### src/rtl/dot_frame_buffer.sv
// Double-buffered 8x8 dot-matrix frame store with frame-boundary commit
// and circular horizontal auto-scroll on the read path.
module dot_frame_buffer #(
    parameter int unsigned SCROLL_FRAMES = 16
) (
    input  logic       clk,
    input  logic       rst,
    input  logic       wr_en,
    input  logic [2:0] wr_row,
    input  logic [7:0] wr_data,
    input  logic       commit,
    output logic       commit_pending,
    input  logic       rd_en,
    input  logic [2:0] rd_row,
    output logic [7:0] rd_data,
    output logic       rd_valid,
    input  logic       scroll_en,
    input  logic       scroll_dir,
    output logic [2:0] offset
);

    localparam logic [7:0] LAST_FRAME = 8'(SCROLL_FRAMES - 1);

    logic [7:0] back      [8];
    logic [7:0] front     [8];
    logic [7:0] back_next [8];
    logic [7:0] frame_cnt;
    logic       fb;

    function automatic logic [7:0] rot(input logic [7:0] v, input logic [2:0] n,
                                       input logic dir);
        logic [15:0] d;
        if (!dir) begin
            d = {v, v} << n;
            rot = d[15:8];
        end else begin
            d = {v, v} >> n;
            rot = d[7:0];
        end
    endfunction

    assign fb = rd_en && (rd_row == 3'd7);

    // Same-cycle write is forwarded into the commit copy
    always_comb begin
        back_next = back;
        if (wr_en) back_next[wr_row] = wr_data;
    end

    always_ff @(posedge clk or negedge rst) begin
        if (!rst) begin
            for (int unsigned i = 0; i < 8; i++) begin
                back[i]  <= '0;
                front[i] <= '0;
            end
            commit_pending <= 1'b0;
        end else begin
            back <= back_next;
            if (fb && commit_pending) begin
                front          <= back_next;
                commit_pending <= commit;
            end else if (commit) begin
                commit_pending <= 1'b1;
            end
        end
    end

    always_ff @(posedge clk or negedge rst) begin
        if (!rst) begin
            rd_data  <= '0;
            rd_valid <= 1'b0;
        end else begin
            rd_valid <= rd_en;
            if (rd_en) rd_data <= rot(front[rd_row], offset, scroll_dir);
        end
    end

    always_ff @(posedge clk or negedge rst) begin
        if (!rst) begin
            frame_cnt <= '0;
            offset    <= '0;
        end else if (!scroll_en) begin
            frame_cnt <= '0;
        end else if (fb) begin
            if (frame_cnt == LAST_FRAME) begin
                frame_cnt <= '0;
                offset    <= scroll_dir ? offset - 3'd1 : offset + 3'd1;
            end else begin
                frame_cnt <= frame_cnt + 8'd1;
            end
        end
    end

endmodule

### config.mk
export PLATFORM = sky130hd
export DESIGN_NAME = dot_frame_buffer
export DESIGN_NICKNAME = d
export VERILOG_FILES = /design/src/rtl/dot_frame_buffer.sv
export SDC_FILE = /design/constraint.sdc
export NUM_CORES = 1
export LEC_CHECK = 0
export CAP_MARGIN = 15
export CORE_AREA = 5 5 130 101
export DETAILED_ROUTE_END_ITERATION = 10
export DIE_AREA = 0 0 135 106
export PLACE_DENSITY = 0.86
export SETUP_SLACK_MARGIN = 0.05
export SKIP_CTS_REPAIR_TIMING = 1
export SYNTH_ARGS = -nofsm -noshare
export SYNTH_HDL_FRONTEND = slang
export SYNTH_SLANG_ARGS = --single-unit
### constraint.sdc
create_clock -name clk -period 2.01 [get_ports clk]
set_input_delay 0.3015 -clock clk [delete_from_list [all_inputs] [get_ports clk]]
set_output_delay 0.3015 -clock clk [all_outputs]
set_load 0.005 [all_outputs]
-- Word level (Yosys, flattened, before mapping)
Cells that the tools add are included.
- register bits after elaboration: 149
- input port bits: 21
- output and inout port bits: 13
- add/subtract/negate cells: 3
- order comparisons: 3
- eq/ne operators: 3
- shift-type cells: 2
- muxes and demuxes: 14
- bitwise operators: 2
- reductions and logical operators: 5
- operators by type and width (kind ; number):
    bitwise mux 64 bit ; 1
    two-way mux 64 bit ; 1
    two-way mux 8 bit ; 7
    binary-select mux 8 bit (select 3 bit) ; 1
    demux 8 bit (select 3 bit) ; 1
    left shift 16 x 3 -> 16 bit ; 1
    right shift 16 x 3 -> 8 bit ; 1
    adder 8 x 1 -> 8 bit (second input constant) ; 1
    == test 8 x 4 -> 1 bit (second input constant) ; 1
    >= comparator 4 bit (second input constant) ; 2
    NOT 3 -> 4 bit ; 2
    less-than comparator 4 x 1 -> 1 bit (second input constant) ; 1
    adder 3 x 1 -> 3 bit (second input constant) ; 1
    == test 3 bit (second input constant) ; 1
    logical AND 1 bit ; 3
    two-way mux 3 bit ; 1
    AND reduction 3 bit ; 1
    subtractor 3 x 1 -> 3 bit (second input constant) ; 1
    two-way mux 1 bit ; 2
    inequality test 2 x 1 -> 1 bit (second input constant) ; 1
    nonzero test 2 bit ; 1

-- Longest topological paths before layout
- depth in word-level cells: 7
- depth in mapped cells: 9

-- Worst setup path before layout
OpenSTA, ideal clock, no wires.
- path kind: input -> register
- start point: input port rd_row[0]
- end point: register rd_data[5]
- setup time: 0.094 ns
- data arrival time: 1.837 ns
- required time: 1.916 ns
- setup slack: 0.079 ns
- cell stages on the path: 9
- cell sequence: buf_4 -> buf_6 -> mux2i_1 -> a22oi_1 -> nand2_1 -> mux4_2 -> mux2i_1 -> nor2_1 -> a211oi_1
- cells in the longest elaborated chain, start to end: 6
- elaborated cells on any way between the ends: 7
- those cells by class: shift (2); mux (4); bitwise (1)
- ends and longest elaborated chain (item ; RTL line ; source):
    start: declaration ; 14 ; input logic [2:0] rd_row,
    NOT 3 -> 4 bit (implied by the code) * ; 74 ; if (rd_en) rd_data <= rot(front[rd_row], offset, scroll_dir);
    binary-select mux 8 bit (select 3 bit) * ; 74 ;
    two-way mux 8 bit (implied by the code) * (2 in series) ; 74 ;
    left shift 16 x 3 -> 16 bit or right shift 16 x 3 -> 8 bit (tied branches) ; 34, 37 ;
    two-way mux 8 bit * ; 33 ; if (!dir) begin
    end signal: assignment ; 74 ;
    end: declaration ; 15 ; output logic [7:0] rd_data,
Every way passes the cells marked *; elsewhere a longest branch is shown, timed or not. The select of a mux whose other input is x is not followed.
A chain may end at the register's enable or synchronous reset.

-- Final worst setup path
- start point: register front[6] (netlist name)
- end point: register rd_data[0]
- cells in the longest elaborated chain, start to end: 5
- elaborated cells on any way between the ends: 6
- those cells by class: shift (2); mux (4)
- ends and longest elaborated chain (item ; RTL line ; source):
    start: declaration ; 25 ; logic [7:0] front [8];
    start signal: assignment ; 60 ; front <= back_next;
    binary-select mux 8 bit (select 3 bit) * ; 74 ;
    two-way mux 8 bit (implied by the code) * (2 in series) ; 74 ;
    left shift 16 x 3 -> 16 bit or right shift 16 x 3 -> 8 bit (tied branches) ; 34, 37 ;
    two-way mux 8 bit * ; 33 ;
Marks and branches as above.

==> reports/metrics.yaml <==
timing:
  fmax_mhz: 512
  clock-skew-final_ns: 0.00970
  least_margin_pin_slew_ns: 0.592
  setup_viol_count_final: 0
  worst_slew_margin_rel_pct: 60.4
  period_share_pct: 97.2
  final_max_slew_viol_count: 0
  finalWorstPathRequiredPeriod_ns: 1.95
  report.final.hold_viol_count: 0
  setup_repair_after_global_routing_missed_its_margin: "false"
synthesis:
  average_cell_area_after_synthesis_um2: 13.6
  postSynthNetCount: 525
  synth_cells: 502
  yosysWarningCount: 0
  ys_seq_elements: 149
  number_of_different_library_cells_in_the_post_synthesis_netlist: 35
  yosysSeqAreaShare_pct: 54.5
  syn_area_um2: 6850
cts:
  cts-htree-levels: 4
  clock-root-buffer: "clkbuf_16"
  clkSlewWorstSetupHoldPaths_ns: 0.06
  cts-root-to-sink-buffers: 2
  worst_skew_pair.late_latency_ns: 0.42
  cts_sinks: 149
  tritoncts_clock_tree: "yes"
  cts-buffers-inserted: 17
power:
  power_per_cell_area_nw_per_um2: 1110
  ir_worst_vdd_uv: 735
  total_leakage_power_nw: 3.60
grt:
  grt_pass1_vias: 4672
  grt_max_degree: 57
  grt_first_pass_wirelength_um: 25200
  overflow_left_after_global_routing: 0
  global_route.usage.total_pct: 22.9
  grt_antenna_before_repair: 0
final_layout:
  final_design_area_no_fill_um2: 8360
  final_net_count: 595
  antennaDiodeCount: 0
  postLayoutCoreUtil_pct: 70.5
  area.growth.synth_to_final_pct: 22.2
  final_layout_size_suffix_gt1_share_pct: 44.8
  area_taken_by_multi_input_logic_gates_um2: 3120
  n_fill_cell: 785
  sequential_cell_area_um2: 3730
die:
  die-area_um2: 14300
  die_height_um: 106
  floorplan.initialDensity_pct: 57.7
  ioPinCount: 34
  fp.coreArea_um2: 11900
  die_span_in_x_um: 135
  total_number_of_placement_rows: 35
outcome:
  run_status: "completed"
route:
  via_per_inst: 6.02
  final_antenna_net_count: 0
  routed_wire_length_per_instance_um: 21.4
  drc: 0
  drt_first_pass_iters: 5
  num_vias: 4519
  drt_iter0_markers: 294
  totalWireLength_um: 16100
setup_path:
  worst-endpoint-required_ns: 2.34
  crit_fanout: 6
  arrival_ns: 2.28
  crit_type: "flop to flop"
  timing.critical_path.to_type: "flop"
  setup.worst_path.start_class: "flop"
hold_path:
  min-delay-path-class: "primary input to async pin"
place:
  place.port_buffers: 33
  gp_congestion: 0.879
  place_hpwl_um: 10800
  placement.cell_area_um2: 7630
job:
  max_cap_violations: 0
## sequential cells by signal, indices dropped and copies added (netlist names)
register	cells
back	64
commit_pending	1
frame_cnt	8
front	64
offset	3
rd_data	8
rd_valid	1
## worst paths after layout
| kind | from | end | slack (ns) | depth (start not counted) |
|---|---|---|---|---|
| worst min-delay path | rst | back[58] | 0.41 | 2 |
| worst min register to register | back[30] | back[30] | 0.49 | 1 |
| worst max-delay path | front[6] | rd_data[0] | 0.06 | 7 |
| worst max register to register | front[6] | rd_data[0] | 0.06 | 7 |
| min in group clk | commit | commit_pending | 0.46 | 2 |
| max in group asynchronous | rst | front[25] | 0.93 | 3 |
## power by group
group          total (W)  switching (W)  internal, W
registers        0.00419       0.000392      0.00380
logic            0.00214        0.00101      0.00113
clock network    0.00298        0.00127      0.00170
total            0.00931        0.00267      0.00664
## worst max-delay path, cell delays in order (launching register included)
cell and delay, ns:
dfrtp_1 0.37, mux2i_2 0.09, a22oi_2 0.26, nand2_2 0.15, mux4_2 0.52, mux2i_1 0.19, nor2_1 0.07, a211oi_2 0.20
## cells by family (layout without fill, tap and decap cells)
logic type	count (synthesis)	in the layout	synth area share, %
muxes	185	185	31.0
DFF	149	149	54.5
and+or+nand+nor	80	81	5.94
AOI/OAI and AO/OA	50	50	5.15
buffers and inverters	30	112	2.19
xor gates and xnor gates	6	6	0.768
adders and majority gates	2	2	0.475
## synth_stat cells, drive strengths merged
| cell type | number | share of area, % |
|---|---|---|
| clkinv | 1 | 0.055 |
| fa | 1 | 0.29 |
| a21oi | 1 | 0.073 |
| nor3b | 2 | 0.37 |
| nand2b | 1 | 0.091 |
| ha | 1 | 0.18 |
| xor2 | 4 | 0.51 |
| buf | 17 | 1.5 |
| xnor2 | 2 | 0.26 |
| mux2i | 41 | 6.0 |
| clkbuf | 9 | 0.49 |
| a21boi | 2 | 0.22 |
| o21ai | 8 | 0.58 |
| nor2b | 6 | 0.55 |
| mux4 | 8 | 2.6 |
| dfrtp | 149 | 54 |
| o21bai | 1 | 0.11 |
| nor2 | 22 | 1.2 |
| and2 | 5 | 0.46 |
| inv | 3 | 0.16 |
| nor4 | 1 | 0.091 |
| nand3 | 3 | 0.22 |
| a22oi | 32 | 3.5 |
| nand2 | 23 | 1.3 |
| mux2 | 136 | 22 |
| and3 | 4 | 0.37 |
| nor3 | 6 | 0.58 |
| nand4b | 3 | 0.38 |
| nand4 | 4 | 0.37 |
| a211oi | 6 | 0.66 |
## metal layers
metal  wire length, um  up-vias  share of wire [%]  GRT usage (%)
li1                  -     1991                  -              -
met5                 0        -                  0              0
met4               397        0                2.5           7.55
met1              6740     2353                 42           30.3
met2              8080      140                 50           37.4
met3               851       35                5.3           5.68
## layout make-up
cell class / count / area share [%]
Tap cell: 166 / 2.48
Sequential cell: 149 / 44.6
Clock buffer: 17 / 5.09
Timing Repair Buffer: 76 / 8.75
Clock inverter: 15 / 1.59
Multi-Input combinational cell: 324 / 37.3
Inverter: 4 / 0.180
## placed cells by master, fill, tap and decap left out, types with 4 or more instances in the layout
master and n:
dfrtp_1 149, mux2_2 136, buf_4 36, mux2i_1 33, clkdlybuf4s50_1 29, nor2_1 22
a22oi_1 17, clkbuf_16 17, nand2_1 15, a22oi_2 15, mux2i_2 8, nand2_2 8
mux4_2 8, o21ai_0 8, buf_12 6, nor2b_1 5, nand4_1 4, and3_1 4
a211oi_1 4, nor3_1 4, xor2_1 4, clkinv_4 4, clkinv_2 4, clkinvlp_4 4
## through the flow
step / setup WS [ns] / std cells / power (W) / setup TNS (ns) / hold WS (ns)
6_report: 0.0557 / 751 / 0.00931 / 0 / 0.411
5_1_grt: 0.0000127 / 751 / 0.00974 / 0 / 0.447
4_1_cts: -0.207 / 748 / 0.00916 / -4.92 / -0.150
3_5_place_dp: -0.620 / 716 / 0.00615 / -37.45 / 0.297
3_3_place_gp: -0.515 / 716 / 0.00599 / -30.44 / 0.289
2_1_floorplan: 0.0794 / 502 / 0.00540 / 0 / 0.00591
(Power assumes the default switching activity.)
==> edit 1 (same flow settings) <==
Register the input `wr_data` before use. The logic sees it one clock later. The other inputs are not delayed to match.
--- a/src/rtl/dot_frame_buffer.sv
+++ b/src/rtl/dot_frame_buffer.sv
@@ -20,6 +20,12 @@
 );
 
     localparam logic [7:0] LAST_FRAME = 8'(SCROLL_FRAMES - 1);
+
+    logic [7:0] wr_data_q;
+
+    always_ff @(posedge clk) begin
+        wr_data_q <= wr_data;
+    end
 
     logic [7:0] back      [8];
     logic [7:0] front     [8];
@@ -44,7 +50,7 @@
     // Same-cycle write is forwarded into the commit copy
     always_comb begin
         back_next = back;
-        if (wr_en) back_next[wr_row] = wr_data;
+        if (wr_en) back_next[wr_row] = wr_data_q;
     end
 
     always_ff @(posedge clk or negedge rst) begin
Check against the original RTL: not equivalent (a bounded check fails within 4 cycles, from zero or initial values and one cycle with rst low).
==> edit 1 against the unedited design <==
  * Non-clock buffer count is 1 lower
  * Worst setup slack better by 0.020 ns
  * Total power is 3.6% higher
  * Hold slack worse by 0.090 ns
  * Synthesized area is 3.0% higher
  * Sequential cell count is 8 higher
  * Cell area is 2.5% higher
  * Wire length is 1.9% lower
  * Sequential power is 5% higher
  * Critical path type unchanged
  * Critical endpoint unchanged
  * Largest power group unchanged
==> edit 1: results (changes against the unedited design) <==
** Finish
- The share of final-layout standard cells stronger than drive strength 1 came to 0.439 (-0.00867).
- Antenna cell count :: 0 (unchanged)
- Number of nets in the layout :: 602 (+1.2%)

** Timing
- Pins Over Slew Limit :: 0 (unchanged)
- The minimum setup slack in the final design is 0.0755 ns (+0.0198 ns).
- The relative max-transition margin was 0.626 (+0.0217).
- Setup Skew :: 0.00647 ns (-0.00323 ns)
- Worst hold slack :: 0.320 ns (-0.0905 ns)

** GRT
- Vias in the first global route :: 4,824 (+3.3%)
- Wire length of the first global-routing pass :: 25,500 µm (+1.2%)
- The largest net degree at the start of global routing was 51 (-11%).
- The total routing usage reported by global routing was 0.230 (+0.00118).

** Critical path
- The maximum fanout along the worst path was 6 (unchanged).
- Start point of the critical path :: front[58]$_DFFE_PN0P_
- Crit-path max cell delay :: 0.48 ns (-0.04 ns)
- In this run the critical register-to-register path is captured at rd_data[0]$_DFFE_PN0P_.
- Worst reg2reg setup slack :: 0.08 ns (+0.02 ns)
- Crit Path Category :: reg -> reg

** Synthesis
- Share of the synthesized netlist area taken by xor and xnor gates :: 0.00621 (-0.00147)
- The synthesized-area fraction occupied by ao, oa, aoi and oai cells came to 0.0539 (+0.00238).
- Synth area leaders :: sky130_fd_sc_hd__dfrtp_1 (53%), sky130_fd_sc_hd__mux2_2 (22%), sky130_fd_sc_hd__mux2i_1 (5.7%), sky130_fd_sc_hd__a22oi_1 (3.4%), sky130_fd_sc_hd__dfxtp_1 (2.3%)
- Post-synth ARST share :: 0.949 (-0.0510)
- The unique cell type count in the Yosys netlist is 39 (+11%).
- Post-synthesis net count :: 533 (+1.5%)
- The share of synthesized area spent on multiplexers is 0.302 (-0.00789).
- Proportion of synthesized chip area in sequential cells :: 0.551 (+0.00667)
- In the synthesized netlist, the cells that appear most often are sky130_fd_sc_hd__dfrtp_1 (149), sky130_fd_sc_hd__mux2_2 (136), sky130_fd_sc_hd__mux2i_1 (40).
- Adder and majority gate portion of the synthesized area :: 0.00461 (-0.000140)
- Among all flip-flop cells after synthesis, the most frequent one is sky130_fd_sc_hd__dfrtp_1.

** Min path
- Worst min-delay path category :: in -> reg

** Route
- The number of DRC violations after detailed-routing iteration 0 came to 407 (+38%).
- Via count of the routed design :: 4,557 (+0.84%)
- Routed wire length per instance :: 20.8 µm (-2.8%)
- The number of detailed-route iterations in the first pass came to 6 (+1).

** Clock network
- The post-CTS clock slew at the launch and capture registers of the worst setup and hold paths is 0.06 ns (about the same).
- The root buffer cell chosen for the clock tree is sky130_fd_sc_hd__clkbuf_16.

** Place
- The estimated wirelength of the detail-placed design is 10,400 µm (-3.3%).
- The worst setup slack before clock tree synthesis was -0.846 ns (-0.227 ns).
- Routability congestion estimate from global placement :: 0.857 (-2.6%)

** Status
- Result of the run :: completed

** Pwr
- Maximum resistive drop on vdd :: 0.711 mV (-3.3%)
- The static leakage is 3.70 nW (+3.0%).
[edit 1: power by group]
| group | total [W] | switching (W) | internal (W) |
|---|---|---|---|
| Clock | 0.00317 | 0.00132 | 0.00185 |
| Combinational | 0.00210 | 0.000957 | 0.00114 |
| Sequential | 0.00438 | 0.000406 | 0.00397 |
[edit 1: metal layers]
layer / part of all wire / GRT usage / up-vias / routed length (µm)
met5: 0 / 0 / - / 0
li1: - / - / 2013 / -
met1: 0.43 / 0.305 / 2340 / 6760
met4: 0.029 / 0.0835 / 0 / 451
met2: 0.49 / 0.368 / 156 / 7710
met3: 0.054 / 0.0620 / 48 / 850
[edit 1: worst max-delay path: cells and delay by family, from the launching register on]
family | cells | cell delay (ns)
mux | 3 | 0.76
compound gates | 2 | 0.47
flops | 1 | 0.38
simple gates | 2 | 0.22
[edit 1: metrics by stage]
stage	std cells	instance area [µm²]	util	TNS [ns]	power, W
after CTS	755	8400	0.708	-9.27	0.00950
after detailed placement	723	7820	0.659	-42.80	0.00632
after global routing	758	8570	0.722	-0.0159	0.0101
after floorplan	510	7050	-	0	0.00560
after global placement	723	7820	0.659	-41.25	0.00615
final	758	8570	0.722	0	0.00965
[edit 1: final cells by class]
| class | count | area [µm²] |
|---|---|---|
| Tap cell | 166 | 208 |
| Clock buffer | 17 | 425 |
| Inverter | 3 | 11.3 |
| Multi-Input combinational cell | 325 | 3140 |
| Fill cell | 734 | 3300 |
| Clock inverter | 15 | 160 |
| Sequential cell | 157 | 3890 |
| Timing Repair Buffer | 75 | 741 |
==> edit 2 (same settings) <==
Without the edit above. The parameter `SCROLL_FRAMES` goes from 16 to 8.
--- a/src/rtl/dot_frame_buffer.sv
+++ b/src/rtl/dot_frame_buffer.sv
@@ -1,7 +1,7 @@
 // Double-buffered 8x8 dot-matrix frame store with frame-boundary commit
 // and circular horizontal auto-scroll on the read path.
 module dot_frame_buffer #(
-    parameter int unsigned SCROLL_FRAMES = 16
+    parameter int unsigned SCROLL_FRAMES = 8
 ) (
     input  logic       clk,
     input  logic       rst,
Formal check against the unedited RTL: not equivalent (a bounded check fails within 10 cycles, from zero or initial values and one cycle with rst low).
==> edit 2 against the unedited design <==
  * First-iteration DRC count grew 80%
  * Critical endpoint is now rd_data[7]$_DFFE_PN0P_
  * Total power grew 2.5%
  * Largest power group unchanged
  * Maximum frequency grew 1.0%
  * Clock power grew 9.7%
  * Sequential cell count is the same
  * Worst setup slack gained 0.020 ns
  * Cell area shrank 0.45%
  * Wire length grew 2.6%
  * Via count grew 0.20%
  * Hold slack lost 0.028 ns
  * Synthesized area grew 0.77%
==> edit 2: results (changes against the unedited design) <==
** Status
- The run finished with clean final reports.

** Synthesis
- By area the synthesized netlist is led by sky130_fd_sc_hd__dfrtp_1 (54%), sky130_fd_sc_hd__mux2_2 (22%), sky130_fd_sc_hd__mux2i_1 (5.8%), sky130_fd_sc_hd__a22oi_1 (3.5%), sky130_fd_sc_hd__mux4_1 (1.9%).
- Synth unique cells :: 38 (+8.6%)
- Proportion of synthesized chip area in sequential cells :: 0.541 (-0.00415)
- Post-synthesis net count :: 528 (+0.57%)
- Most frequent cells after synthesis :: sky130_fd_sc_hd__dfrtp_1 (149), sky130_fd_sc_hd__mux2_2 (136), sky130_fd_sc_hd__mux2i_1 (40)
- Mean post-synth cell area :: 13.7 µm² (+0.17%)
- Warnings from Yosys :: 0 (unchanged)

** Timing
- Transition time at the pin with the least slew margin :: 0.562 ns (-0.0298 ns)
- Setup Skew :: 0.00753 ns (-0.00217 ns)

** GRT
- Global-route usage over all layers :: 0.237 (+0.00777)
- Met2 Resource Use GR :: 0.384 (+0.00999)
- The wire length of the first global-routing pass came to 26,100 µm (+3.5%).
- Vias in the first global route :: 4,817 (+3.1%)
- The global routing met3 resource utilization is 0.0591 (+0.00237).
- The largest net degree at the start of global routing is 58 (+1.8%).
- Met1 Use GR :: 0.320 (+0.0166)

** Critical path
- Critical Path Sink :: rd_data[7]$_DFFE_PN0P_
- Worst reg2reg setup slack :: 0.08 ns (+0.02 ns)
- Tracing the worst setup path back leads to its startpoint at front[38]$_DFFE_PN0P_.
- In this run the critical register-to-register path is captured at rd_data[7]$_DFFE_PN0P_.
- Worst EP arrival :: 2.26 ns (-0.02 ns)

** Finish
- Flip-flop and latch area :: 3730 µm² (unchanged)
- The multi-input combinational cell count was 327 (+0.93%).
- The post-route non-filler standard cell count is 739 (-1.6%).
- Fraction of final layout cells sized beyond drive strength 1 :: 0.415 (-0.0325)
- The total number of nets in the final design was 585 (-1.7%).
- The count of fill cells added during filler insertion is 764 (-2.7%).
- Area used by multi-input combinational logic :: 3110 µm² (-0.48%)
- The clock buffer instance count of the final layout is 19 (+2).
- The number of inverters outside the clock class in the layout is 3 (-1).
- The count of non-CTS buffers in the layout is 64 (-16%).
- Non-clock buffers, area share :: 0.0801 (-0.00742)
- The relative area of clock buffers and inverters in the final design is 0.0726 (+0.00586).

** Route
- 1st-iter DRT viols :: 528 (+80%)
- The final wirelength is 16,500 µm (+2.6%).
- The routed via count came to 4,528 (+0.20%).
- The number of detailed-route iterations in the first pass is 5 (unchanged).

** Place
- The estimated wirelength of the detail-placed design came to 10,300 µm (-4.5%).
- Routability congestion estimate from global placement :: 0.901 (+2.5%)
- Placed cells :: 708 (-1.1%)

** Pwr
- The static leakage is 3.64 nW (+1.2%).
- The maximum vdd drop is 0.706 mV (-4.0%).

** Clock network
- Count of H-tree levels built during CTS :: 4 (unchanged)
- Clock tree root driver cell :: sky130_fd_sc_hd__clkbuf_16
- Clk slew on worst S/H paths :: 0.06 ns (about the same)
==> edit 2: where the power goes <==
| group | switching (W) | total (W) | internal [W] |
|---|---|---|---|
| Combinational | 0.000972 | 0.00207 | 0.00110 |
| Clock | 0.00126 | 0.00327 | 0.00201 |
| Sequential | 0.000385 | 0.00419 | 0.00381 |
| Total | 0.00262 | 0.00954 | 0.00692 |
==> edit 2: layer usage <==
metal	vias to the layer above	part of all wire
li1	1961	-
met1	2359	0.42
met2	171	0.49
met3	37	0.063
met4	0	0.022
met5	-	0
==> edit 2: per-stage QoR <==
stage                      util  hold slack (ns)  instance area (µm²)  worst slack (ns)
after global routing      0.701            0.419                 8320           -0.0306
after floorplan               -          0.00591                 6900            0.0707
final                     0.701            0.383                 8320            0.0755
after detailed placement  0.641            0.252                 7600            -0.645
after CTS                 0.692           -0.183                 8210            -0.284
after global placement    0.641            0.249                 7600            -0.531
==> edit 2: critical path, stage by stage (launching register included) <==
cell	delay, ns
sky130_fd_sc_hd__dfrtp_1	0.36
sky130_fd_sc_hd__mux2i_1	0.12
sky130_fd_sc_hd__a22oi_1	0.25
sky130_fd_sc_hd__nand2_2	0.14
sky130_fd_sc_hd__mux4_1	0.55
sky130_fd_sc_hd__mux2i_1	0.14
sky130_fd_sc_hd__nor2_1	0.06
sky130_fd_sc_hd__a211oi_2	0.21
==> edit 2: logic make-up after synthesis <==
logic type / synth area share
muxes: 0.309
AOI/OAI and AO/OA: 0.0537
DFF: 0.541
xor gates and xnor gates: 0.00762
and+or+nand+nor: 0.0602
buffers and inverters: 0.0243
adders and majority gates: 0.00472
